===== src/rtl/mul_sched_pkg.sv =====
// Shared types and constants for the shared-multiplier scheduler.
package mul_sched_pkg;

  localparam int unsigned MUL_N = 8;

  localparam logic REQ0 = 1'b0;
  localparam logic REQ1 = 1'b1;

  typedef enum logic [1:0] {
    IDLE = 2'd0,
    RUN  = 2'd1,
    DONE = 2'd2
  } state_t;

endpackage


===== src/rtl/mul_shift_add_core.sv =====
// Iterative shift-add multiplier datapath: one partial-product step per cycle.
module mul_shift_add_core
  import mul_sched_pkg::*;
#(
  parameter int unsigned N = MUL_N
) (
  input  logic           clk,
  input  logic           rst,
  input  logic           load,
  input  logic           step,
  input  logic [N-1:0]   a_in,
  input  logic [N-1:0]   b_in,
  output logic [2*N-1:0] acc,
  output logic           last
);

  localparam int unsigned AW = 2 * N;
  localparam int unsigned CW = (N > 1) ? $clog2(N) : 1;

  logic [AW-1:0] a_q;
  logic [N-1:0]  b_q;
  logic [CW-1:0] cnt_q;

  // The 2N-bit accumulator cannot carry out: the full product fits in 2N bits.
  always_ff @(posedge clk) begin
    if (rst) begin
      a_q   <= '0;
      b_q   <= '0;
      acc   <= '0;
      cnt_q <= '0;
    end else if (load) begin
      a_q   <= AW'(a_in);
      b_q   <= b_in;
      acc   <= '0;
      cnt_q <= '0;
    end else if (step) begin
      if (b_q[0]) acc <= acc + a_q;
      a_q   <= a_q << 1;
      b_q   <= b_q >> 1;
      cnt_q <= cnt_q + CW'(1);
    end
  end

  assign last = (cnt_q == CW'(N - 1));

endmodule


===== src/rtl/mul_scheduler.sv =====
// Round-robin arbiter and response holder in front of one shift-add multiplier.
module mul_scheduler
  import mul_sched_pkg::*;
#(
  parameter int unsigned N = MUL_N
) (
  input  logic         clk,
  input  logic         rst,
  input  logic         req0_valid,
  input  logic [N-1:0] req0_a,
  input  logic [N-1:0] req0_b,
  output logic         req0_ready,
  input  logic         req1_valid,
  input  logic [N-1:0] req1_a,
  input  logic [N-1:0] req1_b,
  output logic         req1_ready,
  output logic         resp_valid,
  input  logic         resp_ready,
  output logic         resp_id,
  output logic [N-1:0] resp_product,
  output logic         resp_overflow,
  output logic         busy
);

  state_t         state_q, state_next;
  logic           ptr_q;
  logic           id_q;
  logic           grant1;
  logic           load;
  logic           step;
  logic           last;
  logic [2*N-1:0] acc;

  // On a tie, serve whichever requester was not served last.
  assign grant1 = (req0_valid && req1_valid) ? ~ptr_q : req1_valid;

  always_ff @(posedge clk) begin
    if (rst) begin
      state_q <= IDLE;
      ptr_q   <= REQ1;
      id_q    <= REQ0;
    end else begin
      state_q <= state_next;
      if (load) id_q <= grant1;
      if (state_q == DONE && resp_ready) ptr_q <= id_q;
    end
  end

  always_comb begin
    state_next = state_q;
    req0_ready = 1'b0;
    req1_ready = 1'b0;
    load       = 1'b0;
    step       = 1'b0;
    case (state_q)
      IDLE: begin
        if (req0_valid || req1_valid) begin
          req0_ready = ~grant1;
          req1_ready = grant1;
          load       = 1'b1;
          state_next = RUN;
        end
      end
      RUN: begin
        step = 1'b1;
        if (last) state_next = DONE;
      end
      DONE: begin
        if (resp_ready) state_next = IDLE;
      end
      default: state_next = IDLE;
    endcase
  end

  mul_shift_add_core #(.N(N)) u_core (
    .clk  (clk),
    .rst  (rst),
    .load (load),
    .step (step),
    .a_in (grant1 ? req1_a : req0_a),
    .b_in (grant1 ? req1_b : req0_b),
    .acc  (acc),
    .last (last)
  );

  // The accumulator is frozen in DONE, so the response fields are stable under back-pressure.
  assign resp_valid    = (state_q == DONE);
  assign resp_id       = id_q;
  assign resp_product  = acc[N-1:0];
  assign resp_overflow = |acc[2*N-1:N];
  assign busy          = (state_q != IDLE);

endmodule

===== config.mk =====
export PLATFORM = sky130hd
export DESIGN_NAME = mul_scheduler
export DESIGN_NICKNAME = d
export VERILOG_FILES = /design/src/rtl/mul_sched_pkg.sv /design/src/rtl/mul_shift_add_core.sv /design/src/rtl/mul_scheduler.sv
export SDC_FILE = /design/constraint.sdc
export NUM_CORES = 1
export LEC_CHECK = 0
export CAP_MARGIN = 5
export CORE_MARGIN = 8
export CORE_UTILIZATION = 53
export DETAILED_ROUTE_END_ITERATION = 8
export GPL_ROUTABILITY_DRIVEN = 0
export GPL_TIMING_DRIVEN = 1
export HOLD_SLACK_MARGIN = 0.03
export MAX_ROUTING_LAYER = met4
export PLACE_DENSITY_LB_ADDON = 0.3
export SYNTH_ARGS = -nofsm -noshare
export SYNTH_HDL_FRONTEND = slang
export SYNTH_HIERARCHICAL = 1
export SYNTH_SLANG_ARGS = --single-unit

===== constraint.sdc =====
create_clock -name clk -period 3.1 [get_ports clk]
set_input_delay 0.31 -clock clk [delete_from_list [all_inputs] [get_ports clk]]
set_output_delay 0.31 -clock clk [all_outputs]
set_load 0.005 [all_outputs]

Word level (Yosys, flattened, before mapping)
Cells that the tools add are included.
{"block": "op_classes", "addsub": 2, "eq_ne": 6, "muxes": 18, "bitwise_logic": 2, "reduce_logical": 10}
{"op": "two-way mux 8 bit", "n": 6}
{"op": "adder 16 bit", "n": 1}
{"op": "two-way mux 1 bit", "n": 8}
{"op": "OR reduction 8 bit", "n": 1}
{"op": "two-way mux 2 bit", "n": 3}
{"op": "one-hot mux 2 bit (3 select lines)", "n": 1}
{"op": "inequality test 2 bit, second input constant", "n": 2}
{"op": "nonzero test 2 bit", "n": 2}
{"op": "adder 3 x 1 -> 3 bit, second input constant", "n": 1}
{"op": "equality test 3 bit, second input constant", "n": 1}
{"op": "AND reduction 3 bit", "n": 1}
{"op": "equality test 2 x 1 -> 1 bit, second input constant", "n": 1}
{"op": "equality test 2 bit, second input constant", "n": 1}
{"op": "logical AND 1 bit", "n": 2}
{"op": "logical NOT 2 bit", "n": 1}
{"op": "inequality test 2 x 1 -> 1 bit, second input constant", "n": 1}
{"op": "inverter 1 bit", "n": 2}
{"op": "AND reduction 2 bit", "n": 1}
{"op": "OR reduction 2 bit", "n": 1}
{"op": "logical OR 1 bit", "n": 1}
{"block": "totals", "reg_bits": 47, "output_inout_bits": 14}

Longest topological paths before layout
{"block": "depth", "word_depth": 5, "depth_mapped": 9, "mapped_depth_nobuf": 9}

Hierarchy
The synthesis kept the hierarchy.
{"mod": "mul_shift_add_core", "instances": 1, "cells_each": 279, "area_per_inst_um2": 2368.5}
{"mod": "mul_scheduler", "instances": 1, "cells_each": 47, "area_per_inst_um2": 478.0}

Least setup slack after synthesis
Ideal clock, no wire load.
{"block": "synth_path", "kind": "reg-to-reg", "from": "register u_core.acc[0]", "to": "register u_core.acc[12]", "arrival_time_ns": 2.093, "t_required_ns": 3.014, "slack_ns": 0.921, "stages_incl_launch_ff": 10, "n_path_buf": 0, "period_less_slack_ns": 2.179, "path_cell_list": "dfxtp_1 -> ha_1 -> fa_1 -> a211oi_1 -> o21bai_1 -> o21ai_1 -> o21ai_1 -> a31oi_1 -> nor2_1 -> a211oi_1"}
{"block": "synth_between", "elab_chain_cells": 1}
{"item": "from (decl)", "line": "mul_shift_add_core.sv:13", "text": "output logic [2*N-1:0] acc,"}
{"item": "from (signal assigned)", "line": "mul_shift_add_core.sv:37", "text": "if (b_q[0]) acc <= acc + a_q;"}
{"item": "adder 16 bit", "line": "mul_shift_add_core.sv:37"}
No other way between the ends.
A chain may end at the register's enable or synchronous reset.

Worst setup path after layout
Ends and elaborated chain as after synthesis.

==> impl_table.tex <==
\begin{tabular}{lr}
\hline
Metric & Value \\
\hline
\multicolumn{2}{l}{\textbf{Status}} \\
\quad Status & finished clean \\
\multicolumn{2}{l}{\textbf{Routing}} \\
\quad Met2 WL post-DR & roughly 3100 µm \\
\quad Final antenna-violating net count & 0 \\
\quad Sum of routed wire segments on met1 & 3030 µm \\
\quad Final Routed Wirelength & between 6000 and 7000 µm \\
\quad Starting DRT DRC Count & approximately 140 \\
\quad Number of detailed-route iterations in the first pass & 5 \\
\quad Uppermost layer routed & met4 \\
\quad Met3 routed wirelength & approximately 260 µm \\
\quad Routed wire per std cell & approximately 15 µm \\
\quad Final routed DRC violation total & 0 \\
\quad Via total after detailed routing & roughly 2,400 \\
\quad Drt via density & 5.45 \\
\multicolumn{2}{l}{\textbf{Logic synthesis}} \\
\quad Main combinational cell family by area after synthesis & simple AND/OR/NAND/NOR gates \\
\quad Synthesized area divided by synthesized cell count & roughly 8.7 µm² \\
\quad Synthesis warning total & 6 \\
\quad Async set or reset register ratio after synthesis & 0\% \\
\quad Post-synth cell types & 53 \\
\quad XOR/XNOR Fraction of Synth Area & between 2 and 3\% \\
\quad Number of flops mapped to enable cells by yosys & 0 \\
\quad Post-synthesis compound-gate area fraction & 16.6\% \\
\quad Area fraction in and, or, nand and nor cells after synthesis & roughly a fifth \\
\quad Post-Syn Nets & $\sim$380 \\
\quad Number of storage elements in the synthesis netlist & 47 \\
\quad Gate count after technology mapping & 326 \\
\quad Most frequently used flop master after synthesis & sky130\_fd\_sc\_hd\_\_dfxtp\_1 \\
\quad Syn Std Cell Area & $\sim$2800 µm² \\
\quad Adder-cell share of the synthesized area & 8.18\% \\
\quad Post-synthesis mux area share & between 10\% and 20\% \\
\quad Portion of the post-synthesis area used by sequential elements & roughly 33\% \\
\multicolumn{2}{l}{\textbf{Setup path}} \\
\quad Crit path required time & roughly 3.3 ns \\
\quad Category of the worst setup path launch point & flip-flop \\
\quad Path type of the worst setup path & reg2reg \\
\quad Worst r2r dst & u\_core/acc[12] \\
\quad Reg2reg setup slack & $\sim$0.69 ns \\
\quad Worst EP arrival & between 2 and 3 ns \\
\quad Reg2Reg Launch Point & u\_core/acc[0] \\
\quad Maximum net fanout on the critical path & 3 \\
\quad Critical Path Sink Type & flip-flop \\
\quad Worst r2r path cells & 9 \\
\multicolumn{2}{l}{\textbf{Timing}} \\
\quad FMAX & just over 400 MHz \\
\quad Min Tclk post-route & $\sim$2.4 ns \\
\quad Setup violations, final & 0 \\
\quad Setup repair after global routing missed its margin & false \\
\quad Total negative slack for setup checks & 0 ns \\
\quad Max-slew violation count & 0 \\
\quad Final-report hold violation count & 0 \\
\quad Minimum hold slack & roughly 0.49 ns \\
\quad Minimum setup slack in the final design & about 0.69 ns \\
\quad Final worst clock skew & roughly 0.0058 ns \\
\quad Final worst path period share & between 70 and 80\% \\
\quad Slew at the pin with the worst max-slew slack & approximately 0.66 ns \\
\quad Worst rel slew slack & 56.1\% \\
\multicolumn{2}{l}{\textbf{Clock network}} \\
\quad Clock transition at the registers of the reported paths & approximately 0.090 ns \\
\quad Worst-skew pair later-pin latency & 0.30 ns \\
\quad CTS tree & built \\
\quad H-tree depth & 2 \\
\quad Clock root buffer & sky130\_fd\_sc\_hd\_\_clkbuf\_8 \\
\quad Post-CTS setup repair buffer count & 0 \\
\quad Sinks on the clock net & 47 \\
\quad Number of buffers on the longest clock path & 2 \\
\quad TritonCTS buffer count & 5 \\
\quad Count of instances resized after the clock tree is built & 0 \\
\quad Hold Buf Count CTS & 0 \\
\multicolumn{2}{l}{\textbf{Power}} \\
\quad Peak VDD IR & about 0.00026 V \\
\quad LEAKAGE & 1.40 nW \\
\quad Power per cell area & around 360 nW/µm² \\
\quad Overall power after layout & around 1.3 mW \\
\multicolumn{2}{l}{\textbf{Layout}} \\
\quad Fraction of final layout cells sized beyond drive strength 1 & between 10\% and 20\% \\
\quad Area delta synth->final & 22.4\% \\
\quad Total of fill cells in the finished design & approximately 430 \\
\quad Final core utilization & around two thirds \\
\quad \# diodes & 0 \\
\quad Number of nets at the end of the flow & 426 \\
\multicolumn{2}{l}{\textbf{Floorplan}} \\
\quad Initial Utilization & a little under three fifths \\
\quad Num rows & 26 \\
\quad Floorplan die width & 89.3 µm \\
\quad Placeable core region & 5140 µm² \\
\quad Die Y-Extent & around 90 µm \\
\quad Number of top-level design ports & slightly above 50 \\
\quad Area of the die & $\sim$8000 µm² \\
\multicolumn{2}{l}{\textbf{Hold path}} \\
\quad Worst hold endpoint & u\_core/acc[3] \\
\quad Hold-critical path depth & 2 \\
\quad Hold Startpoint & u\_core/acc[3] \\
\quad Classification of the worst-slack hold path & reg2reg \\
\multicolumn{2}{l}{\textbf{GRT}} \\
\quad Number of global-route vias before repair & $\sim$2,300 \\
\quad Number of antenna violations at the first check in global routing & 0 \\
\quad Global-route wire length before repair & $\sim$11,000 µm \\
\quad Total global routing overflow & 0 \\
\quad Total Routing Usage GR & 17.1\% \\
\quad Maximum number of pins on one net before global-route repair & 35 \\
\multicolumn{2}{l}{\textbf{Flow run}} \\
\quad Number of max-cap violations & 0 \\
\multicolumn{2}{l}{\textbf{Placement}} \\
\quad Number of I/O port buffers & 50 \\
\quad Half-perimeter wire length after placement & around 5000 µm \\
\quad Pre-CTS setup slack & 0.729 ns \\
\hline
\end{tabular}
==> where the power goes <==
part	leakage, nW	total (mW)	internal (mW)	switching, mW
Clock	0.0474	0.394	0.182	0.211
Sequential	0.382	0.641	0.624	0.0176
Combinational	0.972	0.219	0.120	0.0993
Total	1.40	1.25	0.926	0.328
==> synth_stat cells (3+ instances only) <==
library cell | count | share of area, %
sky130_fd_sc_hd__ha_1 | 17 | 7.5
sky130_fd_sc_hd__a21oi_1 | 33 | 5.8
sky130_fd_sc_hd__a21o_1 | 3 | 0.79
sky130_fd_sc_hd__mux2_4 | 7 | 3.7
sky130_fd_sc_hd__nor2_1 | 59 | 7.8
sky130_fd_sc_hd__mux2i_1 | 25 | 8.8
sky130_fd_sc_hd__o21ai_1 | 3 | 0.53
sky130_fd_sc_hd__dfxtp_1 | 47 | 33
sky130_fd_sc_hd__nor2b_1 | 5 | 1.1
sky130_fd_sc_hd__xnor2_1 | 7 | 2.2
sky130_fd_sc_hd__clkbuf_1 | 12 | 1.6
sky130_fd_sc_hd__and3_1 | 3 | 0.66
sky130_fd_sc_hd__a211oi_1 | 7 | 1.8
sky130_fd_sc_hd__nand3_1 | 5 | 0.88
sky130_fd_sc_hd__nor4_1 | 3 | 0.66
sky130_fd_sc_hd__o21ai_0 | 4 | 0.70
sky130_fd_sc_hd__mux2_2 | 9 | 3.6
sky130_fd_sc_hd__or3_1 | 3 | 0.66
sky130_fd_sc_hd__nand2_1 | 23 | 3.0
sky130_fd_sc_hd__buf_2 | 3 | 0.53
sky130_fd_sc_hd__nor3b_1 | 3 | 0.79
sky130_fd_sc_hd__nor3_1 | 4 | 0.70
==> flip-flops by register name, summed over array words and instances, names as in the netlist <==
register      cells
resp_id           1
u_core/b_q        8
u_core/a_q       16
state_q           2
u_core/acc       16
u_core/cnt_q      3
ptr_q             1
==> placed cells by master (no fill, tap or decap), types with 3 or more instances in the layout <==
master,count
sky130_fd_sc_hd__o21ai_0,4
sky130_fd_sc_hd__a21oi_1,33
sky130_fd_sc_hd__clkdlybuf4s50_1,50
sky130_fd_sc_hd__nor4_1,3
sky130_fd_sc_hd__a21o_1,3
sky130_fd_sc_hd__or3_1,3
sky130_fd_sc_hd__nor3b_1,3
sky130_fd_sc_hd__nor2b_1,4
sky130_fd_sc_hd__o21ai_1,3
sky130_fd_sc_hd__nand2_1,23
sky130_fd_sc_hd__and3_1,3
sky130_fd_sc_hd__mux2_2,9
sky130_fd_sc_hd__a211oi_1,7
sky130_fd_sc_hd__xnor2_1,7
sky130_fd_sc_hd__mux2_4,7
sky130_fd_sc_hd__dfxtp_1,47
sky130_fd_sc_hd__clkbuf_8,6
sky130_fd_sc_hd__buf_4,6
sky130_fd_sc_hd__nor2_1,58
sky130_fd_sc_hd__ha_1,17
sky130_fd_sc_hd__nand3_1,5
sky130_fd_sc_hd__nor3_1,4
sky130_fd_sc_hd__mux2i_1,25
==> worst max-delay path, cell delays in order, from the launching register on <==
cell	delay, ns
sky130_fd_sc_hd__dfxtp_1	0.33
sky130_fd_sc_hd__ha_1	0.23
sky130_fd_sc_hd__fa_1	0.43
sky130_fd_sc_hd__a211oi_1	0.32
sky130_fd_sc_hd__o21bai_1	0.14
sky130_fd_sc_hd__o21ai_1	0.23
sky130_fd_sc_hd__o21ai_1	0.13
sky130_fd_sc_hd__a31oi_1	0.25
sky130_fd_sc_hd__nor2_1	0.08
sky130_fd_sc_hd__a211oi_1	0.21
==> layer usage <==
metal  track usage [%]  vias to the layer above
met1              21.5                     1077
met5                 -                        -
met3              2.30                        7
met4              5.89                        0
met2              27.6                       72
li1                  -                     1255
==> logic make-up (layout without fill, tap and decap cells) <==
logic type / Yosys count / count (layout)
muxes: 41 / 41
xor gates and xnor gates: 9 / 9
buffers and inverters: 20 / 66
AOI/OAI and AO/OA: 71 / 71
DFF: 47 / 47
and+or+nand+nor: 120 / 120
adders and majority gates: 18 / 18
==> metrics by stage <==
stage	instances	cell area, µm²
after floorplan	326	2850
after detailed placement	434	3390
after global placement	434	3390
final	442	3480
after global routing	442	3480
after CTS	442	3480
==> worst max-delay path by stage <==
stage             startpoint        endpoint  slack, ns  cells after the start
6_report       u_core/acc[0]  u_core/acc[12]       0.69                      9
5_1_grt        u_core/acc[0]  u_core/acc[12]       0.52                      9
4_1_cts        u_core/acc[0]  u_core/acc[12]       0.69                      9
3_5_place_dp   u_core/acc[0]  u_core/acc[12]       0.73                      9
3_3_place_gp   u_core/acc[0]  u_core/acc[12]       0.80                      9
2_1_floorplan  u_core/acc[0]  u_core/acc[12]       0.92                      9
==> final cells by class <==
type                       instances  area (µm²)  area share (%)
clock buffer                       6        82.6            2.37
clock inverter                     2        16.3           0.467
inverter                           2        7.51           0.215
multi-input combinational        259        1800            51.8
sequential                        47         941            27.0
tap                               70        87.6            2.51
timing repair buffer              56         546            15.7
No activity file was read; power rests on OpenSTA's default activity.
